<file path="src/rtl/mps_op_cmd_arbiter.sv">
// mps_op_cmd_arbiter: command sequencer in front of the MPS operation FSM.
// Merges PS register and debounced front-panel on/off requests, issues
// single-cycle on/off flags, tracks on/off state codes for completion and
// failure, applies bounded auto-retry and latches a lockout.
//
// Ports:
//   i_clk, i_rst              clock, async active-high reset
//   i_remote_mode             1 = PS on commands, 0 = front-panel on commands
//   i_ps_on_cmd/i_ps_off_cmd  register-interface request pulses
//   i_fp_on_btn/i_fp_off_btn  raw front-panel button levels
//   i_intl, i_intl_clr        interlock level, lockout release pulse
//   i_retry_en                enables auto-retry on failed on sequence
//   i_on_state, i_off_state   operation FSM state codes
//   o_op_on_flag/o_op_off_flag command pulses to operation FSM
//   o_cmd_ack/o_cmd_nack      accept/reject pulses for external requests
//   o_system_on, o_lockout    RUN / LOCKOUT indicators
//   o_retry_cnt               retries consumed by current on request
//   o_ctrl_state              sequencer state code

module mps_op_cmd_arbiter_db #(
    parameter int DB_CYCLES = 100000
) (
    input  logic clk,
    input  logic rst,
    input  logic btn,
    output logic rise
);
    localparam int CW = (DB_CYCLES > 1) ? $clog2(DB_CYCLES) : 1;

    logic          s1;
    logic          s2;
    logic          lvl;
    logic          lvl_d;
    logic [CW-1:0] cnt;

    // Counter runs only while the synchronized level disagrees with the
    // accepted level; any return to agreement (a bounce) restarts it.
    always_ff @(posedge clk or posedge rst) begin
        if (rst) begin
            s1    <= 1'b0;
            s2    <= 1'b0;
            lvl   <= 1'b0;
            lvl_d <= 1'b0;
            cnt   <= '0;
        end else begin
            s1    <= btn;
            s2    <= s1;
            lvl_d <= lvl;
            if (s2 == lvl) begin
                cnt <= '0;
            end else if (cnt == CW'(DB_CYCLES - 1)) begin
                lvl <= s2;
                cnt <= '0;
            end else begin
                cnt <= cnt + 1'b1;
            end
        end
    end

    assign rise = lvl & ~lvl_d;
endmodule

module mps_op_cmd_arbiter #(
    parameter int DB_CYCLES = 100000,
    parameter int RETRY_DLY = 10000000,
    parameter int MAX_RETRY = 2,
    parameter int START_TO  = 16
) (
    input  logic       i_clk,
    input  logic       i_rst,
    input  logic       i_remote_mode,
    input  logic       i_ps_on_cmd,
    input  logic       i_ps_off_cmd,
    input  logic       i_fp_on_btn,
    input  logic       i_fp_off_btn,
    input  logic       i_intl,
    input  logic       i_intl_clr,
    input  logic       i_retry_en,
    input  logic [3:0] i_on_state,
    input  logic [3:0] i_off_state,
    output logic       o_op_on_flag,
    output logic       o_op_off_flag,
    output logic       o_cmd_ack,
    output logic       o_cmd_nack,
    output logic       o_system_on,
    output logic       o_lockout,
    output logic [3:0] o_retry_cnt,
    output logic [2:0] o_ctrl_state
);
    localparam int TMAX = (RETRY_DLY > START_TO) ? RETRY_DLY : START_TO;
    localparam int TW   = $clog2(TMAX + 2);

    typedef enum logic [2:0] {
        S_IDLE       = 3'd0,
        S_ISSUE_ON   = 3'd1,
        S_WAIT_ON    = 3'd2,
        S_RUN        = 3'd3,
        S_ISSUE_OFF  = 3'd4,
        S_WAIT_OFF   = 3'd5,
        S_RETRY_WAIT = 3'd6,
        S_LOCKOUT    = 3'd7
    } state_t;

    state_t        state;
    state_t        state_n;
    logic [3:0]    on_q;
    logic [3:0]    off_q;
    logic [TW-1:0] timer;
    logic [3:0]    retry_cnt;
    logic [3:0]    retry_n;
    logic          ack_r;
    logic          ack_n;
    logic          nack_r;
    logic          nack_n;
    logic          lock_off_r;
    logic          lock_off_n;
    logic          fp_on_rise;
    logic          fp_off_rise;
    logic          on_req;
    logic          off_req;

    mps_op_cmd_arbiter_db #(.DB_CYCLES(DB_CYCLES)) u_db_on (
        .clk  (i_clk),
        .rst  (i_rst),
        .btn  (i_fp_on_btn),
        .rise (fp_on_rise)
    );

    mps_op_cmd_arbiter_db #(.DB_CYCLES(DB_CYCLES)) u_db_off (
        .clk  (i_clk),
        .rst  (i_rst),
        .btn  (i_fp_off_btn),
        .rise (fp_off_rise)
    );

    // On requests only from the enabled source; off from either.
    assign on_req  = i_remote_mode ? i_ps_on_cmd : fp_on_rise;
    assign off_req = i_ps_off_cmd | fp_off_rise;

    always_comb begin
        state_n    = state;
        retry_n    = retry_cnt;
        ack_n      = 1'b0;
        nack_n     = 1'b0;
        lock_off_n = 1'b0;
        if (i_intl && state != S_LOCKOUT) begin
            // Interlock wins, but an off request is still carried out.
            state_n = S_LOCKOUT;
            if (off_req) begin
                ack_n      = 1'b1;
                lock_off_n = 1'b1;
            end else if (on_req) begin
                nack_n = 1'b1;
            end
        end else begin
            case (state)
                S_IDLE: begin
                    if (off_req) begin
                        state_n = S_ISSUE_OFF;
                        ack_n   = 1'b1;
                    end else if (on_req) begin
                        if (on_q == 4'd0 && off_q == 4'd0) begin
                            state_n = S_ISSUE_ON;
                            ack_n   = 1'b1;
                            retry_n = 4'd0;
                        end else begin
                            nack_n = 1'b1;
                        end
                    end
                end
                S_ISSUE_ON: begin
                    if (off_req) begin
                        state_n = S_ISSUE_OFF;
                        ack_n   = 1'b1;
                    end else begin
                        state_n = S_WAIT_ON;
                        nack_n  = on_req;
                    end
                end
                S_WAIT_ON: begin
                    if (off_req) begin
                        state_n = S_ISSUE_OFF;
                        ack_n   = 1'b1;
                    end else begin
                        nack_n = on_req;
                        if (on_q == 4'd14) begin
                            state_n = S_RUN;
                        end else if (on_q == 4'd15) begin
                            if (i_retry_en && retry_cnt < 4'(MAX_RETRY)) begin
                                state_n = S_RETRY_WAIT;
                                retry_n = retry_cnt + 4'd1;
                            end else begin
                                state_n = S_LOCKOUT;
                            end
                        end else if (on_q == 4'd0 && timer >= TW'(START_TO)) begin
                            state_n = S_IDLE;
                            nack_n  = 1'b1;
                        end
                    end
                end
                S_RUN: begin
                    if (off_req) begin
                        state_n = S_ISSUE_OFF;
                        ack_n   = 1'b1;
                    end else begin
                        nack_n = on_req;
                        if (on_q == 4'd15) begin
                            state_n = S_LOCKOUT;
                        end else if (on_q == 4'd0) begin
                            state_n = S_IDLE;
                        end
                    end
                end
                S_ISSUE_OFF: begin
                    state_n = S_WAIT_OFF;
                    nack_n  = off_req | on_req;
                end
                S_WAIT_OFF: begin
                    nack_n = off_req | on_req;
                    if (off_q == 4'd3) begin
                        state_n = S_IDLE;
                    end
                end
                S_RETRY_WAIT: begin
                    if (off_req) begin
                        state_n = S_ISSUE_OFF;
                        ack_n   = 1'b1;
                    end else begin
                        nack_n = on_req;
                        if (timer >= TW'(RETRY_DLY - 1)) begin
                            state_n = S_ISSUE_ON;
                        end
                    end
                end
                S_LOCKOUT: begin
                    if (off_req) begin
                        ack_n      = 1'b1;
                        lock_off_n = 1'b1;
                    end else if (on_req) begin
                        nack_n = 1'b1;
                    end
                    if (i_intl_clr && !i_intl && on_q == 4'd0) begin
                        state_n = S_IDLE;
                        retry_n = 4'd0;
                    end
                end
                default: begin
                    state_n = S_IDLE;
                end
            endcase
        end
    end

    always_ff @(posedge i_clk or posedge i_rst) begin
        if (i_rst) begin
            state      <= S_IDLE;
            on_q       <= 4'd0;
            off_q      <= 4'd0;
            timer      <= '0;
            retry_cnt  <= 4'd0;
            ack_r      <= 1'b0;
            nack_r     <= 1'b0;
            lock_off_r <= 1'b0;
        end else begin
            state      <= state_n;
            on_q       <= i_on_state;
            off_q      <= i_off_state;
            retry_cnt  <= retry_n;
            ack_r      <= ack_n;
            nack_r     <= nack_n;
            lock_off_r <= lock_off_n;
            // Timer restarts on every state entry and saturates.
            if (state_n != state) begin
                timer <= '0;
            end else if (timer != '1) begin
                timer <= timer + 1'b1;
            end
        end
    end

    assign o_op_on_flag  = (state == S_ISSUE_ON);
    assign o_op_off_flag = (state == S_ISSUE_OFF) | lock_off_r;
    assign o_cmd_ack     = ack_r;
    assign o_cmd_nack    = nack_r;
    assign o_system_on   = (state == S_RUN);
    assign o_lockout     = (state == S_LOCKOUT);
    assign o_retry_cnt   = retry_cnt;
    assign o_ctrl_state  = state;
endmodule

</file>
<file path="config.mk">
export PLATFORM = sky130hd
export DESIGN_NAME = mps_op_cmd_arbiter
export DESIGN_NICKNAME = d
export VERILOG_FILES = /design/src/rtl/mps_op_cmd_arbiter.sv
export SDC_FILE = /design/constraint.sdc
export NUM_CORES = 1
export LEC_CHECK = 0
export ABC_AREA = 0
export BUFFER_PORTS_ARGS = -buffer_cell sky130_fd_sc_hd__clkbuf_2
export CORE_ASPECT_RATIO = 0.6
export CORE_MARGIN = 3
export CORE_UTILIZATION = 53
export DETAILED_ROUTE_END_ITERATION = 10
export PLACE_DENSITY = 0.77
export SLEW_MARGIN = 40
export SYNTH_ARGS = -nofsm -noshare
export SYNTH_HDL_FRONTEND = slang
export SYNTH_SLANG_ARGS = --single-unit
export TNS_END_PERCENT = 100
</file>
<file path="constraint.sdc">
create_clock -name i_clk -period 2.4 [get_ports i_clk]
set_input_delay 0.48 -clock i_clk [delete_from_list [all_inputs] [get_ports i_clk]]
set_output_delay 0.48 -clock i_clk [all_outputs]
set_load 0.1 [all_outputs]
</file>
# Word-level counts from Yosys, hierarchy flattened
# Cells that the tools add are included.
# totals
inputBits	18
ff_bits	84
output_inout_bits	13
word_cells	132
# classes
add_sub_neg	4
bitwise	10
muxes	54
order_cmp	3
eq_ne	25
reduce_logical	18
# op_table
operator	count
$mux W17	4
$mux W24	2
$mux W3	16
$add A17 B1 Y17 const B	2
$eq A17 B17 Y1 const B	2
$mux W4	8
$add A24 B1 Y24 const B	1
$ge A24 B24 Y1 const B	1
$ge A24 B5 Y1 const B	1
$ne A24 B24 Y1 const B	1
$pmux W3 S8	1
$mux W1	20
$ne A2 B2 Y1 const B	7
$eq A3 B3 Y1 const B	4
$pmux W4 S3	1
$reduce_and A10 Y1	1
$eq A4 B4 Y1 const B	2
$logic_not A4 Y1	2
$eq A3 B2 Y1 const B	2
$logic_and A1 B1 Y1	6
$not A1 Y1	5
$pmux W1 S5	1
$reduce_or A5 Y1	1
$add A4 B1 Y4 const B	1
17 further kinds	22

# Longest topological paths before layout
# Gate-level depths: netlist of the first run.
# depth
ltp_word	10
mapped_depth	8
depth_no_buf	7

# Cells and area by module
# A second synthesis of the first run with hierarchy kept.
# hier_totals
cells_unflattened	454
area_unflattened_um2	4523.1
# modules_own_cells
mod	n_inst	seq_area_each_um2	cells_each	area_each_um2
mps_op_cmd_arbiter	1	1051.0	272	2583.7
mps_op_cmd_arbiter_db	2	525.5	91	969.7

# Worst setup path after synthesis of the first run
# OpenSTA, ideal clock, no wires.
# synth_timing
path_type	reg-to-output
from	register state[0], in the netlist o_ctrl_state[0]
to	output port o_op_on_flag
path_slack_ns	-0.782
t_arrival_ns	2.702
n_path_buf	1
required_time_ns	1.920
stages_incl_launch_ff	4
cell_sequence	dfrtp_1 > buf_2 > nand2_1 > nor2_1
# synth_between
elab_chain_len	1
# synth_rtl
element	line	rtl
start, declared	104	state_t state;
start signal, assigned	265	state <= state_n;
$eq A3 B1 Y1	281	assign o_op_on_flag = (state == S_ISSUE_ON);
end, declared	81	output logic o_op_on_flag,
# Every way passes these cells.

# Worst setup path after layout of the first run
# layout_timing
from	register state[0], in the netlist o_ctrl_state[0]
to	output port o_op_off_flag
# layout_between
elab_chain_len	2
# layout_rtl
element	line	rtl
$eq A3 B3 Y1	282	assign o_op_off_flag = (state == S_ISSUE_OFF) | lock_off_r;
$or A1 B1 Y1	282	
end, declared	82	output logic o_op_off_flag,
# Every way passes these cells.

==> reports/results.txt, run 1 <==
The source of the worst register-to-register timing path is timer[16]. Routability-driven placement finished with a final weighted congestion of 1.000. The vertical die dimension came out at 76.51 µm. The finished cells cover 0.005024 mm².

The final-report max-slew violation count was 0; the number of iterations in the first detailed-routing pass was 5. The via count of the first global-routing pass is 3354, and the area growth from synthesis to final layout is 14.39%. The final hold violation count was 0; the post-layout net count was 508.

Summed over all layers, the global routing overflow is 0. In this run, the number of DRC markers left after iteration 0 of detailed routing was 428. Complex-gate fraction of the synthesized area: 6.296%.

The die covers 0.009450 mm². The proportion of synthesized area in mux cells was 0.9972%. TritonCTS built the clock tree. STA puts the critical path data required time at 1.92 ns. The logs give 0 for the Yosys warning count and 63.23% for the share of the core filled with cells in the final layout.

After synthesis, the share of flip-flops with an asynchronous set or reset is 100.0%. Global routing used 31.17% of the available met2 tracks. For the worst flop-to-flop path, the logic depth is 6. The number of antenna violations at the first check in global routing is 0. The worst-case clock skew is 0.007401 ns.

Dividing total power by cell area gives a power density of 941.1 mW/mm². Across every metal layer, demand over resource in global routing totals 21.99%. In this run the cell area measured after placement is 0.004730 mm².

The worst voltage drop across the vdd grid was 0.5382 mV; the floorplan row count was 25. The maximum clock rate came out at 437.7 MHz. The number of clock buffers inserted by TritonCTS was 9. The clock edge transition at the registers on the reported setup and hold paths was 0.06 ns. After Yosys synthesis, full adders, half adders and majority gates account for 1.425% of the synthesized area. The number of gates resized after CTS was 0.

The flow ran to the end, and the final reports show no timing, DRC or antenna violations. Along the worst path, the maximum fanout reaches 16. Pin count of the biggest net entering global routing: 53.

Worst setup path category: flop to output pin. Among all flip-flop cells after synthesis, the most frequent one is sky130_fd_sc_hd__dfrtp_1. The final cycle utilization of the critical path works out to 95.20%.

Counting flops and latches in the post-synthesis netlist gives 84. Post-synthesis xor/xnor area fraction: 10.80%. Clock tree synthesis found a total of 84 sinks. The class of the tightest hold or removal check was primary input to async pin. For the clock insertion delay at the later pin of the skew report, the log shows 0.34 ns. The cell area after synthesis is 0.004392 mm², and the number of remaining DRC errors is 0. The count of input and output buffers is 30, and the number of nets in the synthesized netlist is 469.

The share of the Yosys chip area taken by registers is 47.86%. The hold buffer count at CTS was 0; the core box area was 0.007945 mm². By area, the combinational part of the netlist is dominated by simple AND/OR/NAND/NOR gates. The top cell types in the final layout, fill and taps aside, are 81 x sky130_fd_sc_hd__dfrtp_1, 55 x sky130_fd_sc_hd__nor2_1, 32 x sky130_fd_sc_hd__nand2_1. Leakage power: 0.002150 µW.

On the worst path, the slowest cell contributes a delay of 0.42 ns. In the final layout, the multi-input gates occupy 0.002176 mm². Synthesis produced 446 cells. Setup violations remaining at the end of the flow were counted as 0.

The number of antenna-violating nets in the routed design is 0. The longest clock path from root to sink contains 2 buffers. Reg2reg setup slack: 0.19 ns. Global routing consumed, on the met3 layer, 5.267% of the routing resources. The worst setup path is captured at an output pin.

The largest individual stage delay along the critical path comes from the cell sky130_fd_sc_hd__buf_2. Simple logic cell fraction of the synthesized area: 29.57%. Across all layers, the routed design uses 3472 vias. The first global-routing pass estimated 16.36 mm of wire. After filler insertion, the fill cell instance count of the layout stands at 678. The relative slew slack is 57.23%, and the routed wire length is 9.485 mm.

The mean number of vias per cell works out to 5.806. Of the cells placed in the final design, the portion with a size suffix greater than 1 is 20.20%. The cell at the root of the clock tree was sky130_fd_sc_hd__clkbuf_16. The endpoint arrival time on the critical path is 1.80 ns, and the number of enable flip-flop cells after synthesis is 0.

The H-tree level count is 3, and the minimum clock period is 2.285 ns. The average wire length per cell after detail routing was 15.86 µm; the die outline width was 123.5 µm. The tools report the launching instance or port of the critical path as o_ctrl_state[0]. The slew of the pin with the lowest slew margin works out to 0.6416 ns.

Once the floorplan was initialized, standard cells occupied 55.28% of the core. The run gives 48 as the count of distinct cell types in the synthesized netlist. The run gives 31 as the number of placed I/O pins.

The mean area per synthesized cell is 9.847 µm². Traced cell by cell, the critical path runs through buf_4, nor2_1, a21o_1, buf_2. The number of setup buffers added after CTS is 0.

The run gives 33.62% as the met1 layer usage reported by global route. After routing, the total negative slack on setup checks comes to 0 ns. Once detailed placement completed, the half-perimeter wirelength came to 6.775 mm.

The max-capacitance violation count is 0. The tools report the nature of the critical path startpoint as a flop. Setup repair after global routing left no endpoint under its margin. The logs give 0.002106 mm² for the area of all sequential standard cells and 0 for the antenna diode instance count. The commonest non-fill, non-tap cell in the layout is sky130_fd_sc_hd__dfrtp_1. The routing layer with the top usage in global route was met1.
-- area by class of cell --
type,count,area share (%)
inverters,13,1.046
clock buffers,11,5.031
well taps,108,2.690
repair buffers,42,5.280
multi-input cells,335,43.31
flip-flops and latches,84,41.92
clock inverters,5,0.7223
-- routing by layer --
metal / part of all wire [%] / vias up / wire, µm
met1: 49 / 1684 / 4612
met3: 6.3 / 12 / 601
met2: 44 / 117 / 4164
met4: 1.1 / 0 / 107
li1: - / 1659 / -
met5: 0 / - / 0
-- Yosys cell counts, types with 6 or more instances --
cell type	n	share of area [%]
sky130_fd_sc_hd__nor3_2	22	5.0
sky130_fd_sc_hd__clkbuf_1	8	0.68
sky130_fd_sc_hd__nand2_1	32	2.7
sky130_fd_sc_hd__nor3_1	17	1.9
sky130_fd_sc_hd__o21ai_0	10	1.1
sky130_fd_sc_hd__and3_1	12	1.7
sky130_fd_sc_hd__nor2_1	57	4.9
sky130_fd_sc_hd__inv_1	13	1.1
sky130_fd_sc_hd__xor2_1	29	5.8
sky130_fd_sc_hd__xnor2_1	22	4.4
sky130_fd_sc_hd__nand3_1	26	3.0
sky130_fd_sc_hd__nor4_1	8	1.1
sky130_fd_sc_hd__a21oi_1	13	1.5
sky130_fd_sc_hd__and4_1	6	1.2
sky130_fd_sc_hd__dfrtp_1	84	48
sky130_fd_sc_hd__nand4_1	22	3.1
-- per-stage QoR --
| stage | power (µW) | setup slack (ns) | cells | hold slack, ns |
|---|---|---|---|---|
| after global placement | 3412 | 0.2087 | 582 | 0.3341 |
| after global routing | 4967 | 0.02217 | 598 | 0.2321 |
| final | 4728 | 0.1153 | 598 | 0.2382 |
| after floorplan | 3080 | 0.02389 | 446 | 0.3312 |
| after CTS | 4758 | 0.08863 | 598 | 0.2362 |
| after detailed placement | 3451 | 0.1104 | 582 | 0.3347 |
-- path summary, 6_finish.rpt --
path	end
worst max-delay path	o_op_off_flag
worst min-delay path	u_db_off.cnt[2]
worst max register to register	timer[17]
worst min register to register	u_db_off.s2
max in group asynchronous	o_cmd_ack
min in group i_clk	off_q[1]
-- where the power goes --
part           internal [µW]  total (µW)  switching [µW]
Sequential              1500        1570            66.8
Clock                    756        1300             546
Combinational            455        1860            1400
Total                   2710        4730            2010
-- worst max-delay path: cells and delay by family, from the launching register on --
kind,cells,cell delay (ns)
AND/OR/NAND/NOR,1,0.26
flip-flops,1,0.40
AO/OA/AOI/OAI,1,0.17
buffers and inverters,2,0.62
-- registers in the layout, indices dropped and copies added (netlist names), 3 cells and up --
register      flops
timer            24
u_db_on.cnt      17
u_db_off.cnt     17
o_ctrl_state      3
on_q              4
off_q             4
o_retry_cnt       4
-- cell families after synthesis --
logic type / count (synthesis)
AND/OR/NAND/NOR: 231
multiplexers: 4
flip-flops: 84
buffers and inverters: 27
XOR/XNOR: 52
AO/OA/AOI/OAI: 43
adder cells (fa/ha/maj): 5
Power figures use the tool's default switching activity.
==> inputs of run 2 (changes only) <==
--- a/config.mk
+++ b/config.mk
@@ -11,6 +11,7 @@
 export CORE_MARGIN = 3
 export CORE_UTILIZATION = 53
 export DETAILED_ROUTE_END_ITERATION = 10
+export GPL_TIMING_DRIVEN = 0
 export PLACE_DENSITY = 0.77
 export SLEW_MARGIN = 40
 export SYNTH_ARGS = -nofsm -noshare
==> reports/results.txt, run 2 (same netlist as run 1, synthesis figures left out) <==
The run finished with clean final reports. The vertical die dimension is 76.51 µm. In the final layout, the registers with the most flip-flops are timer (24), u_db_off.cnt (17), u_db_on.cnt (17).

The register with the most flip-flops was timer. The total global routing track utilization was 22.19%. The tools report the initial core utilization as 55.28%.

The initial detailed-routing violation count is 369, and the count of clock tree sinks is 84. The worst setup path category was flop to flop. The via count of the first global-routing pass was 3428.

The clock passes through at most 2 buffers. The worst stage delay on the critical path is 0.48 ns. The number of placed I/O pins is 31. In this run the tool buffered the top-level ports with 30 buffer cells.

Broken down by cell family, the worst path's largest delay share belongs to simple AND/OR/NAND/NOR gates. The fill cell instance count of the final layout was 610; the total of endpoints with negative setup slack in the final report was 0. The die outline width is 123.5 µm, and the routed wire length is 9.735 mm.

Row generation in the floorplan step produced 25 rows. The cell count after placement is 588, and the clock insertion delay at the later pin of the skew report is 0.34 ns. The switching part of the total is 40.03%. On the critical path, the stage with the largest delay is an instance of sky130_fd_sc_hd__dfrtp_2. Of all nets on the critical path, the largest fanout is 10. After detailed routing, the number of remaining DRC violations is 0. Combinational logic burns 37.2% of the power. Data arrives at the worst endpoint at 2.53 ns.

Counting the buffers created by CTS gives 9. The number of iterations in the first detailed-routing pass is 6, and the total power consumption of the routed design is 5097 µW. The final cycle utilization of the critical path was 95.95%; the clock edge transition at the registers on the reported setup and hold paths was 0.06 ns. The residual overflow from global routing is 0. The number of antenna violations at the first check in global routing was 0; the average wire length per cell after detail routing was 16.09 µm. The first-pass GRT wire length was 16.66 mm; the max-capacitance violation count was 0.

For the worst setup path, the data required time is 2.63 ns. The worst pin sits at a relative slew slack of 48.47%. The antenna diode instance count came out at 0. The tools report the endpoint type of the worst setup path as a flop. The run gives 434.3 MHz as the maximum clock rate. The cell at the root of the clock tree was sky130_fd_sc_hd__clkbuf_16. Area growth from synthesis to final layout: 18.95%.

Entering global routing, the biggest net connects 28 pins. The number of flip-flops under the largest register name works out to 24. TritonCTS built the clock tree. Worst setup slack before clock tree synthesis: -0.07282 ns.

In the post-route analysis, the smallest setup slack over all paths is 0.09724 ns. CTS built an H-tree with a depth of 3. Subtracting the final worst setup slack from the clock period gives 2.303 ns.

The final-report max-slew violation count was 0. Internal power comes to 3056 µW. The post-route netlist has 21.33% of its cells at a drive strength greater than 1. The logs give 605 for the non-filler instance count after layout and 0 for the final hold violation count. In this run the power spent charging and discharging nets is 2040 µW. Across the VDD grid, the largest voltage drop is 0.4924 mV. The logs give 6.897 mm for the half-perimeter wire length of the detailed placement result and 0 for the number of antenna-violating nets in the routed design. The nature of the critical path startpoint is a flop.

The hold buffer count at CTS was 0. The leakage power is 0.002221 µW, and the last weighted congestion value of the routability-driven placer is 0.9440. Class of the tightest hold or removal check: primary input to async pin. The core region is 0.007945 mm². After detailed routing, the number of vias per cell comes to 5.866. Traced cell by cell, the critical path runs through or3b_4, nor3_4, or3b_1, nand3_2, xor2_4, buf_6, nor3_2. For the area of all sequential standard cells, the log shows 0.002106 mm².

Between clock sinks in the finished design, the worst skew comes to 0.008776 ns. The logs give 3549 for the via count and 0.009450 mm² for the die outline area. Power spread over the standard cell area amounts to 975.7 mW/mm². The post-layout net count was 515; the area taken by multi-input logic gates was 0.002235 mm². Share of power burned in registers: 31.7%. The library cells used most frequently in the layout, excluding fill and tap cells, are 81 x sky130_fd_sc_hd__dfrtp_1, 55 x sky130_fd_sc_hd__nor2_1, 32 x sky130_fd_sc_hd__nand2_1, 32 x sky130_fd_sc_hd__clkbuf_2, 29 x sky130_fd_sc_hd__xor2_1.

The clock network is responsible for 31.1% of the overall power. The slew of the pin with the lowest slew margin is 0.7648 ns, and the number of buffers and inverters on the critical path is 1. The commonest non-fill, non-tap cell in the layout was sky130_fd_sc_hd__dfrtp_1.
==> run 2: final cells by class <==
class                           count  area share [%]
Timing Repair Buffer               36           5.126
Clock buffer                       12           4.719
Tap cell                          108           2.587
Buffer                             13           1.605
Inverter                           13           1.006
Clock inverter                      4           1.868
Multi-Input combinational cell    335           42.78
Sequential cell                    84           40.31
==> run 2: final timing paths <==
path                       cells after the start              end       startpoint  slack, ns
max                                            7         timer[1]  o_ctrl_state[0]        0.1
min                                            2  u_db_on.cnt[14]            i_rst       0.08
max reg2reg                                    7         timer[1]  o_ctrl_state[0]        0.1
min reg2reg                                    0       u_db_on.s2       u_db_on.s1       0.37
max in group asynchronous                      5  o_ctrl_state[0]            i_rst       1.62
min in group i_clk                             1         off_q[3]   i_off_state[3]       0.25
==> run 2: power by group through the flow <==
stage / logic (µW) / clock network (µW) / registers (µW)
3_5_place_dp: 1810 / 0 / 1630
2_1_floorplan: 1140 / 0 / 1940
4_1_cts: 1820 / 1620 / 1610
3_3_place_gp: 1760 / 0 / 1620
6_report: 1900 / 1590 / 1610
5_1_grt: 2040 / 1700 / 1620
==> run 2: repair_timing <==
action / CTS / global route
buffers inserted: 0 / 2
resized for setup: 3 / 12
endpoints found under the setup margin: 31 / 31
pin swaps: 0 / 2
==> run 2: metrics by stage <==
| step | area, µm² | hold slack [ns] | utilization (%) | setup TNS (ns) |
|---|---|---|---|---|
| floorplan | 4414 | 0.3312 | - | 0 |
| global placement | 4700 | 0.3335 | 59.15 | -0.3158 |
| detailed placement | 4802 | 0.3591 | 60.44 | -0.5604 |
| CTS | 5154 | 0.08726 | 64.87 | 0 |
| global route | 5224 | 0.1031 | 65.75 | -0.01998 |
| finish | 5224 | 0.08430 | 65.75 | 0 |
==> run 2: layer usage <==
layer  track usage, %  part of all wire, %  vias to the layer above
met5                0                    0                        -
met4            6.519                  1.0                        0
met3            6.231                  7.3                       12
met2            32.79                   46                      146
met1            31.94                   46                     1722
li1                 -                    -                     1669
